### config.mk
export PLATFORM = sky130hd
export DESIGN_NAME = tt3_sequencer
export DESIGN_NICKNAME = d
export VERILOG_FILES = /design/src/rtl/tt3_sequencer.sv
export SDC_FILE = /design/constraint.sdc
export NUM_CORES = 1
export LEC_CHECK = 0
export ABC_AREA = 1
export BUFFER_PORTS_ARGS = -buffer_cell sky130_fd_sc_hd__buf_2
export CORE_ASPECT_RATIO = 0.9
export CORE_MARGIN = 1
export CORE_UTILIZATION = 30
export DETAILED_ROUTE_END_ITERATION = 10
export RECOVER_POWER = 50
export SYNTH_ARGS = -nofsm -noshare
export SYNTH_HDL_FRONTEND = slang
export SYNTH_SLANG_ARGS = --single-unit
### constraint.sdc
create_clock -name CK -period 1.5 [get_ports CK]
set_input_delay 0.225 -clock CK [delete_from_list [all_inputs] [get_ports CK]]
set_output_delay 0.225 -clock CK [all_outputs]
set_load 0.02 [all_outputs]
### src/rtl/tt3_sequencer.sv
// tt3_sequencer: sweeps all 8 input vectors of a 3-input cell and checks ZN against a truth table
// Ports: CK clock, RST async active-high reset, START sweep pulse, ZN cell output under test;
//        A1..A3 applied vector (A1 = MSB), BUSY sweep running, DONE sweep complete (held),
//        PASS done with no mismatches, ERR_CNT mismatch count (saturates at 8),
//        FAIL_VEC per-vector mismatch flags.
// Params: SETTLE hold cycles per vector before sampling (1..15), EXP_TT expected truth table.
// Macro TT3_SEQ_LOG_EN: prints each sample and the final error count; no effect on outputs.
module tt3_sequencer #(
  parameter int          SETTLE = 2,
  parameter logic [7:0]  EXP_TT = 8'h01
) (
  input  logic       CK,
  input  logic       RST,
  input  logic       START,
  input  logic       ZN,
  output logic       A1,
  output logic       A2,
  output logic       A3,
  output logic       BUSY,
  output logic       DONE,
  output logic       PASS,
  output logic [3:0] ERR_CNT,
  output logic [7:0] FAIL_VEC
);
  typedef enum logic [1:0] {S_IDLE, S_SETTLE, S_SAMPLE, S_DONE} state_t;
  state_t     state_q, state_d;
  logic [2:0] vec_q, vec_d, a_q, a_d;
  logic [3:0] cnt_q, cnt_d, err_q, err_d;
  logic [7:0] fail_q, fail_d;
  logic       busy_q, busy_d, done_q, done_d, pass_q, pass_d, arm_q, mis;
  always_comb begin
    state_d = state_q;
    vec_d   = vec_q;
    cnt_d   = cnt_q;
    err_d   = err_q;
    fail_d  = fail_q;
    // case inequality so an X/Z on ZN is scored as a mismatch
    mis     = ZN !== EXP_TT[vec_q];
    case (state_q)
      S_IDLE, S_DONE:
        // arm_q blocks a START that lands on the reset release edge
        if (START && arm_q) begin
          state_d = S_SETTLE;
          vec_d   = 3'd0;
          cnt_d   = 4'd0;
          err_d   = 4'd0;
          fail_d  = 8'd0;
        end
      S_SETTLE:
        if (cnt_q == 4'(SETTLE - 1)) begin
          state_d = S_SAMPLE;
          cnt_d   = 4'd0;
        end else cnt_d = cnt_q + 4'd1;
      S_SAMPLE: begin
        if (mis) begin
          fail_d[vec_q] = 1'b1;
          err_d         = (err_q == 4'd8) ? 4'd8 : err_q + 4'd1;
        end
        state_d = (vec_q == 3'd7) ? S_DONE : S_SETTLE;
        vec_d   = (vec_q == 3'd7) ? vec_q : vec_q + 3'd1;
      end
      default: state_d = S_IDLE;
    endcase
    // outputs are registered from next-state values so they line up with the state
    busy_d = (state_d == S_SETTLE) || (state_d == S_SAMPLE);
    done_d = state_d == S_DONE;
    pass_d = done_d && (err_d == 4'd0);
    a_d    = busy_d ? vec_d : 3'd0;
  end
  always_ff @(posedge CK or posedge RST)
    if (RST) begin
      state_q <= S_IDLE;
      vec_q   <= 3'd0;
      cnt_q   <= 4'd0;
      err_q   <= 4'd0;
      fail_q  <= 8'd0;
      a_q     <= 3'd0;
      busy_q  <= 1'b0;
      done_q  <= 1'b0;
      pass_q  <= 1'b0;
      arm_q   <= 1'b0;
    end else begin
      state_q <= state_d;
      vec_q   <= vec_d;
      cnt_q   <= cnt_d;
      err_q   <= err_d;
      fail_q  <= fail_d;
      a_q     <= a_d;
      busy_q  <= busy_d;
      done_q  <= done_d;
      pass_q  <= pass_d;
      arm_q   <= 1'b1;
    end
`ifdef TT3_SEQ_LOG_EN
  always @(posedge CK)
    if (!RST && state_q == S_SAMPLE) begin
      $display("%b: %b", vec_q, ZN);
      if (state_d == S_DONE) $display("errors: %0d", err_d);
    end
`endif
  assign {A1, A2, A3} = a_q;
  assign BUSY     = busy_q;
  assign DONE     = done_q;
  assign PASS     = pass_q;
  assign ERR_CNT  = err_q;
  assign FAIL_VEC = fail_q;
endmodule
==> impl_table.tex, run 1 <==
\begin{tabular}{lr}
\hline
Metric & Value \\
\hline
\multicolumn{2}{l}{\textbf{Synth}} \\
\quad Share of async-settable or async-resettable flops after synthesis & 1.000 \\
\quad Synthesis-stage register bit count & 28 \\
\quad Synth Warn \# & 0 \\
\quad Unique cell type count in the Yosys netlist & 25 \\
\quad Syn\_area\_per\_cell & 8.476 sq um \\
\quad Total nets after synthesis & 186 \\
\quad Post-synthesis instance area & 0.001466 sq mm \\
\quad Most common flop cell mapped by yosys & sky130\_fd\_sc\_hd\_\_dfrtp\_1 \\
\quad Number of enable flip-flop cells after synthesis & 0 \\
\quad Proportion of synthesized chip area in sequential cells & 0.4778 \\
\quad Cell count after synthesis & 173 \\
\multicolumn{2}{l}{\textbf{Route}} \\
\quad Remaining design rule violation count & 0 \\
\quad Detail-routed net length per standard cell & 11.39 um \\
\quad Final antenna-violating net count & 0 \\
\quad Initial DRC count & 64 \\
\quad Routed Wire Length & 3348 um \\
\quad Drt pass-1 iters & 4 \\
\quad Total via count after detailed routing & 1276 \\
\quad Vias per Instance & 4.340 \\
\multicolumn{2}{l}{\textbf{Pwr}} \\
\quad Post-layout total power & 0.003772 W \\
\quad IR Drop Worst-Case VDD & 0.0006934 V \\
\quad Power per cell area & 1778 mW/mm\^{}2 \\
\quad Leakage power total & 1.122 nW \\
\multicolumn{2}{l}{\textbf{Worst setup path}} \\
\quad Cells traversed along the worst timing path & ha\_2 > nand2\_2 > inv\_2 > nand2\_2 > inv\_2 > o21ai\_4 > o21ai\_4 > ha\_4 > inv\_2 > a21oi\_2 \\
\quad Critical Path Most Common Cell & sky130\_fd\_sc\_hd\_\_inv\_2 \\
\quad Timing startpoint of the critical path & vec\_q[0] \\
\quad Data arrival time at the worst-slack endpoint & 1.82 ns \\
\quad Type of element launching the critical path & flip-flop \\
\quad Capture instance of the worst register-to-register path & a\_q[1] \\
\quad CP max stage delay & 0.43 ns \\
\quad Master of the slowest instance on the critical path & sky130\_fd\_sc\_hd\_\_dfrtp\_1 \\
\quad Setup crit end & a\_q[1] \\
\quad FF-to-FF Start & vec\_q[0] \\
\quad CP top delay family & adder cells \\
\quad Largest fanout on the critical path & 4 \\
\quad Required time reported for the critical path endpoint & 1.71 ns \\
\quad Cell count of the worst reg-to-reg path & 10 \\
\quad Register-to-register setup slack & -0.11 ns \\
\quad Type of the worst setup path & flip-flop to flip-flop \\
\quad Number of buffer and inverter stages on the critical path & 3 \\
\quad Type of element capturing the critical path & flip-flop \\
\quad Critical path depth in cells & 10 \\
\multicolumn{2}{l}{\textbf{Placement}} \\
\quad Count of buffers from port buffering & 21 \\
\quad Final GP Congestion & 0.7274 \\
\quad Cell total after placement & 286 \\
\quad Worst setup slack before clock tree synthesis & -0.1751 ns \\
\quad HPWL reported at the end of detailed placement & 2522 um \\
\multicolumn{2}{l}{\textbf{Global routing}} \\
\quad Initial antenna violation count & 0 \\
\quad GRT overflow & 0 \\
\quad Number of global-route vias before repair & 1165 \\
\quad Total routing resource utilization after global routing & 0.1416 \\
\quad Wire length of the first global-routing pass & 5423 um \\
\quad Pin count of the biggest net entering global routing & 29 \\
\multicolumn{2}{l}{\textbf{Layout}} \\
\quad Total Nets Final & 246 \\
\quad Post-synthesis to final-layout area growth & 44.71\% \\
\quad Share of post-route cells with drive strength above 1 & 0.4526 \\
\quad Number of fill cells in the layout & 455 \\
\quad Number of diodes & 0 \\
\quad Final cell count without fillers & 294 \\
\multicolumn{2}{l}{\textbf{STA}} \\
\quad Achievable clock frequency & 0.6193 GHz \\
\quad Final hold violation count & 0 \\
\quad Setup repair after global routing missed its margin & true \\
\quad Max-slew headroom at the worst pin & 0.5185 \\
\quad Worst Skew & 0.007455 ns \\
\quad Minimum clock period & 1.615 ns \\
\quad Final total negative setup slack & -0.4163 ns \\
\quad Portion of the clock cycle consumed by the worst path in the final layout & 1.077 \\
\quad Final hold slack & 0.1280 ns \\
\quad Number of max-slew violations in the final report & 0 \\
\quad Final worst-path setup slack & -0.1148 ns \\
\quad Final setup violating endpoints & 11 \\
\quad Transition time of the tightest slew-check pin & 0.7222 ns \\
\multicolumn{2}{l}{\textbf{Die}} \\
\quad Area of the core region & 0.004576 sq mm \\
\quad Effective utilization at floorplan & 0.3205 \\
\quad Number of ports placed on the die boundary & 22 \\
\quad Number of core rows & 23 \\
\quad Vert. Die Dim & 68.33 um \\
\quad Die Footprint & 0.005172 sq mm \\
\quad Die width & 75.70 um \\
\multicolumn{2}{l}{\textbf{Hold path}} \\
\quad Class of the tightest hold or removal check & input pin to async pin \\
\multicolumn{2}{l}{\textbf{Clocking}} \\
\quad TritonCTS buffer count & 3 \\
\quad Max Buffers Root-to-Sink & 2 \\
\quad Clock net sink count & 28 \\
\quad Latest clock arrival within the worst-skew pair & 0.27 ns \\
\quad Clock edge transition at the registers on the reported setup and hold paths & 0.10 ns \\
\quad Number of levels the H-tree was split into & 1 \\
\quad Clock tree root driver cell & sky130\_fd\_sc\_hd\_\_clkbuf\_8 \\
\quad TritonCTS clock tree & yes \\
\multicolumn{2}{l}{\textbf{Outcome}} \\
\quad Outcome & complete, but fails checks \\
\quad Violated checks & negative setup slack \\
\multicolumn{2}{l}{\textbf{Run}} \\
\quad Max Cap Viol & 0 \\
\hline
\end{tabular}
-- worst min path at each step --
stage	from	end	slack (ns)	cells past startpoint
2_1_floorplan	RST	BUSY	0.29	1
3_3_place_gp	RST	cnt_q[2]	0.31	3
3_5_place_dp	RST	cnt_q[2]	0.32	3
4_1_cts	RST	cnt_q[2]	0.01	3
5_1_grt	RST	cnt_q[2]	0.23	3
6_report	RST	cnt_q[2]	0.13	3
-- through the flow --
| stage | instance area [sq um] | utilization |
|---|---|---|
| finish | 2122 | 0.4638 |
| global route | 2122 | 0.4638 |
| CTS | 2053 | 0.4487 |
| detailed placement | 1903 | 0.4159 |
| global placement | 1903 | 0.4159 |
| floorplan | 1495 | - |
-- cells in the mapped netlist (2+ instances only) --
library cell / number / share of area
sky130_fd_sc_hd__nand3_1: 11 / 0.038
sky130_fd_sc_hd__inv_1: 37 / 0.095
sky130_fd_sc_hd__nand2_2: 4 / 0.017
sky130_fd_sc_hd__ha_1: 9 / 0.077
sky130_fd_sc_hd__nor2_1: 13 / 0.033
sky130_fd_sc_hd__o21ai_0: 3 / 0.010
sky130_fd_sc_hd__nand4_1: 3 / 0.013
sky130_fd_sc_hd__dfrtp_1: 28 / 0.48
sky130_fd_sc_hd__o22ai_1: 3 / 0.013
sky130_fd_sc_hd__nand2_1: 32 / 0.082
sky130_fd_sc_hd__nand2_4: 2 / 0.015
sky130_fd_sc_hd__a21oi_1: 13 / 0.044
sky130_fd_sc_hd__nor2_4: 3 / 0.023
-- sequential cells by signal (all words and copies together) (netlist names) --
signal and count:
vec_q 3, state_q 2, PASS 1, cnt_q 4, ERR_CNT 4, arm_q 1, a_q 3, FAIL_VEC 8
DONE 1, BUSY 1
-- what timing repair did --
action / 4_1_cts / 5_1_grt
endpoints found under the hold margin: 0 / 0
hold buffers: 0 / 0
setup endpoints to repair: 14 / 21
gates resized for setup: 17 / 19
pin swaps: 12 / 11
setup buffers: 3 / 1
-- cell usage in the layout, fill, tap and decap left out, types with 2 or more instances in the layout --
master and n:
sky130_fd_sc_hd__nand2_2 8, sky130_fd_sc_hd__buf_4 30, sky130_fd_sc_hd__a21oi_2 7, sky130_fd_sc_hd__clkbuf_8 4
sky130_fd_sc_hd__nand4_1 3, sky130_fd_sc_hd__a21oi_1 5, sky130_fd_sc_hd__dfrtp_1 28, sky130_fd_sc_hd__inv_4 2
sky130_fd_sc_hd__ha_1 5, sky130_fd_sc_hd__o22ai_1 3, sky130_fd_sc_hd__nand2_4 5, sky130_fd_sc_hd__nor2_2 2
sky130_fd_sc_hd__ha_4 3, sky130_fd_sc_hd__nor2_4 3, sky130_fd_sc_hd__buf_6 3, sky130_fd_sc_hd__o21ai_4 2
sky130_fd_sc_hd__nand2_1 25, sky130_fd_sc_hd__buf_2 21, sky130_fd_sc_hd__nand3_1 10, sky130_fd_sc_hd__inv_1 28
sky130_fd_sc_hd__inv_2 8, sky130_fd_sc_hd__nor2_1 12
-- where the power goes --
| part | switching, W | total, W | internal (W) | leakage [nW] |
|---|---|---|---|---|
| logic | 0.00124 | 0.00226 | 0.00102 | 0.718 |
| registers | 0.000106 | 0.00105 | 0.000939 | 0.375 |
| clock network | 0.000229 | 0.000463 | 0.000235 | 0.0288 |
| total | 0.00158 | 0.00377 | 0.00220 | 1.12 |
-- worst reg2reg max path, cell delays in order, from the launching register on --
cell	delay [ns]
sky130_fd_sc_hd__dfrtp_1	0.43
sky130_fd_sc_hd__ha_2	0.21
sky130_fd_sc_hd__nand2_2	0.07
sky130_fd_sc_hd__inv_2	0.05
sky130_fd_sc_hd__nand2_2	0.08
sky130_fd_sc_hd__inv_2	0.05
sky130_fd_sc_hd__o21ai_4	0.16
sky130_fd_sc_hd__o21ai_4	0.09
sky130_fd_sc_hd__ha_4	0.28
sky130_fd_sc_hd__inv_2	0.04
sky130_fd_sc_hd__a21oi_2	0.10
-- layer usage --
metal | track usage | wire (um) | share of wire | vias to the layer above
met2 | 0.2400 | 1632 | 0.49 | 21
li1 | - | - | - | 658
met3 | 0.03387 | 120 | 0.036 | 2
met5 | 0 | 0 | 0 | -
met4 | 0.02778 | 28 | 0.0084 | 0
met1 | 0.1839 | 1567 | 0.47 | 595
-- logic make-up after synthesis --
logic type,after synthesis,synth area share
simple gates,72,0.2449
buf+inv,38,0.09726
flops,28,0.4778
compound gates,22,0.08191
fa+ha+maj,9,0.07679
xor+xnor,2,0.01195
other cells,1,0.002557
mux,1,0.006826
-- area by class of cell --
class | count | area (sq um) | share of cell area
clock buffer | 4 | 55.05 | 0.02594
inverter | 38 | 147.6 | 0.06958
multi-input combinational | 107 | 772.0 | 0.3638
sequential | 28 | 700.7 | 0.3302
tap | 62 | 77.57 | 0.03656
timing repair buffer | 55 | 369.1 | 0.1739
Power figures use the tool's default switching activity.
==> inputs of run 2 (changes only) <==
CTS_CLUSTER_DIAMETER = 150   (was not set)
HOLD_SLACK_MARGIN = 0.15   (was not set)
PLACE_DENSITY = 0.55   (was not set)
==> run 2 against run 1 <==
  * The run still ends with negative setup slack left
  * Critical endpoint is now a_q[0]
  * Total power down 2.6%
  * Die area stayed put
  * Sequential share of layout area is 0.26 points higher
  * Sequential cell count stayed put
  * Largest cell class unchanged
==> impl_table.tex, run 2 (synthesized netlist as in run 1, its figures left out) <==
\begin{tabular}{lr}
\hline
Metric & Value \\
\hline
\multicolumn{2}{l}{\textbf{Worst setup path}} \\
\quad Type of element launching the critical path & flip-flop \\
\quad Largest fanout on the critical path & 6 \\
\quad Critical Path Most Common Cell & sky130\_fd\_sc\_hd\_\_inv\_2 \\
\quad Type of element capturing the critical path & flip-flop \\
\quad Master of the slowest instance on the critical path & sky130\_fd\_sc\_hd\_\_dfrtp\_1 \\
\quad Data arrival time at the worst-slack endpoint & 1.80 ns \\
\quad Type of the worst setup path & flip-flop to flip-flop \\
\quad Cells traversed along the worst timing path & inv\_2 > ha\_4 > inv\_2 > buf\_4 > nor2\_4 > a21oi\_1 > a31oi\_2 > and2\_1 \\
\quad CP max stage delay & 0.42 ns \\
\quad CP top delay family & flip-flops \\
\quad Number of buffer and inverter stages on the critical path & 3 \\
\quad Required time reported for the critical path endpoint & 1.71 ns \\
\multicolumn{2}{l}{\textbf{Clocking}} \\
\quad Clock net sink count & 28 \\
\quad TritonCTS clock tree & yes \\
\quad Clock tree root driver cell & sky130\_fd\_sc\_hd\_\_clkbuf\_8 \\
\quad Number of levels the H-tree was split into & 1 \\
\quad TritonCTS buffer count & 3 \\
\quad Latest clock arrival within the worst-skew pair & 0.27 ns \\
\quad Clock edge transition at the registers on the reported setup and hold paths & 0.09 ns \\
\quad Max Buffers Root-to-Sink & 2 \\
\multicolumn{2}{l}{\textbf{Layout}} \\
\quad Total Nets Final & 248 \\
\quad Post-synthesis to final-layout area growth & 43.60\% \\
\quad Commonest non-fill, non-tap cells in the layout & 32 x sky130\_fd\_sc\_hd\_\_buf\_4, 28 x sky130\_fd\_sc\_hd\_\_dfrtp\_1, 27 x sky130\_fd\_sc\_hd\_\_inv\_1 \\
\quad Flip-flop count of the largest register, all copies and words added & 8 \\
\quad Number of fill cells in the layout & 456 \\
\quad Commonest non-fill, non-tap cell in the layout & sky130\_fd\_sc\_hd\_\_buf\_4 \\
\quad Share of post-route cells with drive strength above 1 & 0.4549 \\
\quad Number of diodes & 0 \\
\quad Final core utilization & 0.4602 \\
\multicolumn{2}{l}{\textbf{Route}} \\
\quad Drt pass-1 iters & 4 \\
\quad Initial DRC count & 46 \\
\quad Remaining design rule violation count & 0 \\
\quad Final antenna-violating net count & 0 \\
\quad Vias per Instance & 4.244 \\
\quad Routed Wire Length & 3164 um \\
\quad Detail-routed net length per standard cell & 10.73 um \\
\quad Total via count after detailed routing & 1252 \\
\multicolumn{2}{l}{\textbf{Die}} \\
\quad Die Footprint & 0.005172 sq mm \\
\quad Effective utilization at floorplan & 0.3205 \\
\quad Area of the core region & 0.004576 sq mm \\
\quad Number of ports placed on the die boundary & 22 \\
\quad Vert. Die Dim & 68.33 um \\
\quad Die width & 75.70 um \\
\quad Number of core rows & 23 \\
\multicolumn{2}{l}{\textbf{Pwr}} \\
\quad Leakage power total & 1.119 nW \\
\quad IR Drop Worst-Case VDD & 0.0007038 V \\
\quad Power per cell area & 1744 mW/mm\^{}2 \\
\multicolumn{2}{l}{\textbf{STA}} \\
\quad Max-slew headroom at the worst pin & 0.5337 \\
\quad Final worst-path setup slack & -0.08707 ns \\
\quad Final hold slack & 0.4067 ns \\
\quad Minimum clock period & 1.587 ns \\
\quad Worst Skew & 0.01041 ns \\
\quad Final hold violation count & 0 \\
\quad Transition time of the tightest slew-check pin & 0.6994 ns \\
\quad Achievable clock frequency & 0.6301 GHz \\
\quad Portion of the clock cycle consumed by the worst path in the final layout & 1.058 \\
\quad Setup repair after global routing missed its margin & true \\
\quad Final setup violating endpoints & 9 \\
\quad Number of max-slew violations in the final report & 0 \\
\multicolumn{2}{l}{\textbf{Global routing}} \\
\quad Wire length of the first global-routing pass & 5409 um \\
\quad Initial antenna violation count & 0 \\
\quad GRT overflow & 0 \\
\quad Number of global-route vias before repair & 1221 \\
\quad Total routing resource utilization after global routing & 0.1407 \\
\quad Pin count of the biggest net entering global routing & 29 \\
\multicolumn{2}{l}{\textbf{Placement}} \\
\quad Final GP Congestion & 0.7858 \\
\quad HPWL reported at the end of detailed placement & 2374 um \\
\quad Count of buffers from port buffering & 21 \\
\multicolumn{2}{l}{\textbf{Outcome}} \\
\quad Violated checks & negative setup slack \\
\quad Outcome & complete, but fails checks \\
\multicolumn{2}{l}{\textbf{Hold path}} \\
\quad Class of the tightest hold or removal check & input pin to flip-flop \\
\multicolumn{2}{l}{\textbf{Run}} \\
\quad Max Cap Viol & 0 \\
\hline
\end{tabular}
-- run 2: cell types whose count changed in the layout (fill, tap and decap cells not counted), sizes merged --
| cell | delta |
|---|---|
| buf | +1 |
| dlygate4sd3 | +1 |
| clkbuf | -1 |
-- run 2: path summary, 6_finish.rpt --
| path | start | to | slack (ns) | depth (start not counted) |
|---|---|---|---|---|
| setup / recovery | state_q[0] | a_q[0] | -0.09 | 8 |
| hold / removal | START | state_q[1] | 0.41 | 4 |
| setup reg to reg | state_q[0] | a_q[0] | -0.09 | 8 |
| hold reg to reg | FAIL_VEC[5] | FAIL_VEC[5] | 0.52 | 2 |
| max in group asynchronous | RST | cnt_q[1] | 0.37 | 4 |
| min in group asynchronous | RST | cnt_q[2] | 0.68 | 4 |
-- run 2: routing by layer --
layer / GRT usage / share of wire
met2: 0.2422 / 0.48
met5: 0 / 0
met1: 0.1842 / 0.50
met4: 0.02083 / 0
met3: 0.03093 / 0.018
-- run 2: area by class of cell --
type / count / area [sq um] / area share
flip-flops and latches: 28 / 700.7 / 0.3327
inverters: 38 / 150.1 / 0.07130
repair buffers: 57 / 382.9 / 0.1818
well taps: 62 / 77.57 / 0.03684
multi-input cells: 107 / 753.2 / 0.3577
clock buffers: 3 / 41.29 / 0.01961
-- run 2: where the power goes --
| part | switching, W | total (W) | internal, W |
|---|---|---|---|
| combinational | 0.00122 | 0.00223 | 0.00101 |
| sequential | 0.000104 | 0.00104 | 0.000939 |
| clock | 0.000222 | 0.000402 | 0.000180 |
| total | 0.00154 | 0.00367 | 0.00213 |
-- run 2: through the flow --
| stage | setup slack [ns] | area, sq um | std cells | setup TNS [ns] | power (W) |
|---|---|---|---|---|---|
| 2_1_floorplan | -0.06100 | 1495 | 173 | -0.1388 | 0.002142 |
| 3_3_place_gp | -0.1088 | 1888 | 284 | -0.3911 | 0.002826 |
| 3_5_place_dp | -0.1550 | 1888 | 284 | -0.6519 | 0.002850 |
| 4_1_cts | -0.09096 | 2016 | 292 | -0.4152 | 0.003499 |
| 5_1_grt | -0.1794 | 2106 | 295 | -1.813 | 0.003996 |
| 6_report | -0.08707 | 2106 | 295 | -0.2902 | 0.003673 |
-- run 2: repair_timing --
item                                    CTS  global route
hold endpoints to repair                 28             0
gates resized for setup                  12            22
pin swaps                                 8            11
endpoints found under the setup margin   14            22
hold buffers                              1             0
setup buffers                             4             3
-- run 2: worst min-delay path: stages --
cell                      delay, ns
sky130_fd_sc_hd__buf_2         0.08
sky130_fd_sc_hd__nand2_1       0.12
sky130_fd_sc_hd__nand2_4       0.12
sky130_fd_sc_hd__o21ai_2       0.08
==> inputs of run 3 (changes only) <==
ABC_AREA = not set   (was 1)
PLACE_DENSITY = 0.52   (was 0.55)
==> run 3 against run 2 <==
  * The run still ends with negative setup slack left
  * Register-to-register slack worse by 0.16 ns
  * Non-clock buffer count is 6 higher
  * Cell count is 13% lower
  * Via count is 2.7% lower
  * Worst hold slack better by 0.054 ns
  * First-iteration DRC count is 11% higher
  * Combinational power is 30% higher
  * Maximum frequency is 8.9% lower
  * Critical path depth is 1 lower
  * Total power is 23% higher
  * Sequential power is 4% lower
  * Critical path type unchanged
  * Largest power group unchanged
==> impl_table.tex, run 3 <==
\begin{tabular}{lr}
\hline
Metric & Value \\
\hline
\multicolumn{2}{l}{\textbf{Outcome}} \\
\quad Outcome & complete, but fails checks \\
\quad Violated checks & negative setup slack \\
\multicolumn{2}{l}{\textbf{Synth}} \\
\quad Synth Warn \# & 0 \\
\quad Number of enable flip-flop cells after synthesis & 0 \\
\quad Largest area contributor in the synthesized netlist & sky130\_fd\_sc\_hd\_\_dfrtp\_1 \\
\quad Syn\_area\_per\_cell & 11.16 sq um \\
\quad Unique cell type count in the Yosys netlist & 38 \\
\quad Cell count after synthesis & 132 \\
\quad Synthesis-stage register bit count & 28 \\
\quad Adder and majority cell fraction of the synthesized area & 0.07647 \\
\quad Most frequently used cell type in the post-synthesis netlist & sky130\_fd\_sc\_hd\_\_dfrtp\_1 \\
\quad Proportion of synthesized chip area in sequential cells & 0.4758 \\
\quad Post-synthesis xor/xnor area fraction & 0.01869 \\
\quad Synthesized-area fraction occupied by ao, oa, aoi and oai cells & 0.1708 \\
\quad Biggest area contributors in the synthesized netlist & sky130\_fd\_sc\_hd\_\_dfrtp\_1 48\%, sky130\_fd\_sc\_hd\_\_ha\_1 7.6\%, sky130\_fd\_sc\_hd\_\_a22o\_1 3.6\% \\
\quad Commonest cells in the synthesized netlist & 28 x sky130\_fd\_sc\_hd\_\_dfrtp\_1, 10 x sky130\_fd\_sc\_hd\_\_inv\_1, 9 x sky130\_fd\_sc\_hd\_\_ha\_1, 9 x sky130\_fd\_sc\_hd\_\_nand2\_1, 7 x sky130\_fd\_sc\_hd\_\_nor2\_1 \\
\quad Top-area cell type share of the netlist area & 0.4758 \\
\quad Most common flop cell mapped by yosys & sky130\_fd\_sc\_hd\_\_dfrtp\_1 \\
\quad Multiplexer share of the synthesized area & 0.007647 \\
\quad Main combinational cell family by area after synthesis & simple AND/OR/NAND/NOR gates \\
\quad Post-synthesis instance area & 0.001473 sq mm \\
\quad Share of async-settable or async-resettable flops after synthesis & 1.000 \\
\quad Synth Area in Simple Gates & 0.2014 \\
\quad Total nets after synthesis & 145 \\
\multicolumn{2}{l}{\textbf{Layout}} \\
\quad Number of fill cells in the layout & 419 \\
\quad Share of post-route cells with drive strength above 1 & 0.5641 \\
\quad Number of diodes & 0 \\
\quad Commonest non-fill, non-tap cells in the layout & 34 x sky130\_fd\_sc\_hd\_\_buf\_4, 27 x sky130\_fd\_sc\_hd\_\_dfrtp\_1, 21 x sky130\_fd\_sc\_hd\_\_buf\_2 \\
\quad Post-route design area & 0.002197 sq mm \\
\quad Final cell count without fillers & 257 \\
\quad Post-synthesis to final-layout area growth & 49.19\% \\
\quad Commonest non-fill, non-tap cell in the layout & sky130\_fd\_sc\_hd\_\_buf\_4 \\
\quad Flip-flop count of the largest register, all copies and words added & 8 \\
\quad Total Nets Final & 209 \\
\multicolumn{2}{l}{\textbf{Worst setup path}} \\
\quad FF-to-FF Start & state\_q[0] \\
\quad Master of the slowest instance on the critical path & sky130\_fd\_sc\_hd\_\_dfrtp\_1 \\
\quad CP top delay family & simple AND/OR/NAND/NOR gates \\
\quad Largest fanout on the critical path & 7 \\
\quad Register-to-register setup slack & -0.24 ns \\
\quad Cells traversed along the worst timing path & inv\_2 > ha\_4 > a21boi\_4 > or2\_4 > nand2\_4 > nand3\_4 > nor4\_2 \\
\quad Critical path depth in cells & 7 \\
\quad CP max stage delay & 0.42 ns \\
\quad Capture instance of the worst register-to-register path & PASS \\
\quad Data arrival time at the worst-slack endpoint & 1.94 ns \\
\quad Cell count of the worst reg-to-reg path & 7 \\
\quad Type of element launching the critical path & flip-flop \\
\quad Setup crit end & PASS \\
\quad Number of buffer and inverter stages on the critical path & 1 \\
\quad Timing startpoint of the critical path & state\_q[0] \\
\quad Type of element capturing the critical path & flip-flop \\
\quad Type of the worst setup path & flip-flop to flip-flop \\
\quad Required time reported for the critical path endpoint & 1.69 ns \\
\multicolumn{2}{l}{\textbf{Global routing}} \\
\quad GRT overflow & 0 \\
\quad Pin count of the biggest net entering global routing & 29 \\
\quad GRT met3 Usage & 0.03976 \\
\quad Number of global-route vias before repair & 1203 \\
\quad Wire length of the first global-routing pass & 5561 um \\
\quad Most utilized layer in the global route result & met2 \\
\quad Initial antenna violation count & 0 \\
\quad Global-route met2 utilization & 0.2467 \\
\quad GR met1 Demand/Resource & 0.1855 \\
\quad Total routing resource utilization after global routing & 0.1457 \\
\multicolumn{2}{l}{\textbf{Die}} \\
\quad Effective utilization at floorplan & 0.3218 \\
\quad Die Footprint & 0.005194 sq mm \\
\quad Number of core rows & 23 \\
\quad Vert. Die Dim & 68.47 um \\
\quad Area of the core region & 0.004576 sq mm \\
\quad Number of ports placed on the die boundary & 22 \\
\quad Die width & 75.86 um \\
\multicolumn{2}{l}{\textbf{Route}} \\
\quad Remaining design rule violation count & 0 \\
\quad Drt pass-1 iters & 4 \\
\quad Total via count after detailed routing & 1218 \\
\quad Vias per Instance & 4.739 \\
\quad Detail-routed net length per standard cell & 13.67 um \\
\quad Final antenna-violating net count & 0 \\
\quad Routed Wire Length & 3513 um \\
\quad Initial DRC count & 51 \\
\multicolumn{2}{l}{\textbf{STA}} \\
\quad Final hold violation count & 0 \\
\quad Final total negative setup slack & -3.536 ns \\
\quad Worst Skew & 0.002373 ns \\
\quad Number of max-slew violations in the final report & 0 \\
\quad Transition time of the tightest slew-check pin & 0.7099 ns \\
\quad Final setup violating endpoints & 25 \\
\quad Achievable clock frequency & 0.5739 GHz \\
\quad Minimum clock period & 1.743 ns \\
\quad Portion of the clock cycle consumed by the worst path in the final layout & 1.162 \\
\quad Setup repair after global routing missed its margin & true \\
\quad Max-slew headroom at the worst pin & 0.5267 \\
\quad Final worst-path setup slack & -0.2426 ns \\
\multicolumn{2}{l}{\textbf{Run}} \\
\quad Max Cap Viol & 0 \\
\multicolumn{2}{l}{\textbf{Clocking}} \\
\quad Number of levels the H-tree was split into & 1 \\
\quad TritonCTS buffer count & 3 \\
\quad Clock net sink count & 28 \\
\quad TritonCTS clock tree & yes \\
\quad Max Buffers Root-to-Sink & 2 \\
\quad Clock tree root driver cell & sky130\_fd\_sc\_hd\_\_clkbuf\_8 \\
\quad Latest clock arrival within the worst-skew pair & 0.28 ns \\
\quad Clock edge transition at the registers on the reported setup and hold paths & 0.10 ns \\
\multicolumn{2}{l}{\textbf{Placement}} \\
\quad Final GP Congestion & 0.9068 \\
\quad HPWL reported at the end of detailed placement & 2412 um \\
\quad Placed instance area & 0.001898 sq mm \\
\quad Count of buffers from port buffering & 21 \\
\quad Cell total after placement & 242 \\
\multicolumn{2}{l}{\textbf{Hold path}} \\
\quad Class of the tightest hold or removal check & input pin to flip-flop \\
\multicolumn{2}{l}{\textbf{Pwr}} \\
\quad Power per cell area & 2055 mW/mm\^{}2 \\
\quad Leakage power total & 1.130 nW \\
\quad IR Drop Worst-Case VDD & 0.0007217 V \\
\hline
\end{tabular}
==> run 3: metrics by stage <==
stage / total power, W / worst slack, ns / hold WS [ns] / utilization
3_3_place_gp: 0.003161 / -0.3252 / 0.3029 / 0.4148
6_report: 0.004516 / -0.2426 / 0.4606 / 0.4802
2_1_floorplan: 0.002381 / -0.2625 / 0.2903 / -
3_5_place_dp: 0.003177 / -0.3172 / 0.3125 / 0.4148
5_1_grt: 0.004793 / -0.3027 / 0.4807 / 0.4802
4_1_cts: 0.004368 / -0.2031 / 0.4515 / 0.4695
==> run 3: worst reg2reg max path, stage by stage, from the launching register on <==
cell and delay [ns]:
sky130_fd_sc_hd__dfrtp_1 0.42, sky130_fd_sc_hd__inv_2 0.10, sky130_fd_sc_hd__ha_4 0.21, sky130_fd_sc_hd__a21boi_4 0.17
sky130_fd_sc_hd__or2_4 0.33, sky130_fd_sc_hd__nand2_4 0.08, sky130_fd_sc_hd__nand3_4 0.07, sky130_fd_sc_hd__nor4_2 0.28
==> run 3: logic make-up (layout without fill, tap and decap cells) <==
kind of cell             after synthesis  in the layout
AO/OA/AOI/OAI                         31             31
XOR/XNOR                               1              1
buffers and inverters                 14             77
adder cells (fa/ha/maj)                9              9
other                                  1              1
multiplexers                           1              1
AND/OR/NAND/NOR                       47             47
flip-flops                            28             28
==> run 3: area by class of cell <==
| class | instances | area (sq um) | share of cell area |
|---|---|---|---|
| clock inverter | 1 | 30.03 | 0.01367 |
| sequential | 28 | 701.9 | 0.3195 |
| inverter | 10 | 37.54 | 0.01708 |
| timing repair buffer | 63 | 442.9 | 0.2016 |
| tap | 62 | 77.57 | 0.03531 |
| multi-input combinational | 90 | 865.8 | 0.3941 |
| clock buffer | 3 | 41.29 | 0.01879 |
==> run 3: repair_timing <==
| item | CTS | global route |
|---|---|---|
| hold buffers | 1 | 0 |
| setup buffers | 8 | 4 |
| pin swaps | 10 | 11 |
| endpoints found under the hold margin | 28 | 0 |
| gates cloned | 0 | 0 |
| gates resized for setup | 30 | 9 |
| setup endpoints to repair | 23 | 27 |
==> run 3: how the worst min path moves through the flow <==
stage,slack (ns),cells past startpoint,end,start
4_1_cts,0.45,5,cnt_q[0],START
3_3_place_gp,0.30,3,FAIL_VEC[2],RST
3_5_place_dp,0.31,3,FAIL_VEC[6],RST
2_1_floorplan,0.29,1,BUSY,RST
5_1_grt,0.48,4,ERR_CNT[0],ZN
6_report,0.46,4,ERR_CNT[0],ZN
==> run 3: where the power goes <==
group	internal (W)	total, W	leakage, nW	switching, W
Combinational	0.00147	0.00290	0.717	0.00144
Sequential	0.000906	0.000998	0.377	0.0000913
Clock	0.000358	0.000614	0.0357	0.000256
==> run 3: layer usage <==
| metal | vias up | wire (um) |
|---|---|---|
| met2 | 22 | 1707 |
| met5 | - | 0 |
| li1 | 598 | - |
| met1 | 596 | 1645 |
| met4 | 0 | 10 |
| met3 | 2 | 149 |
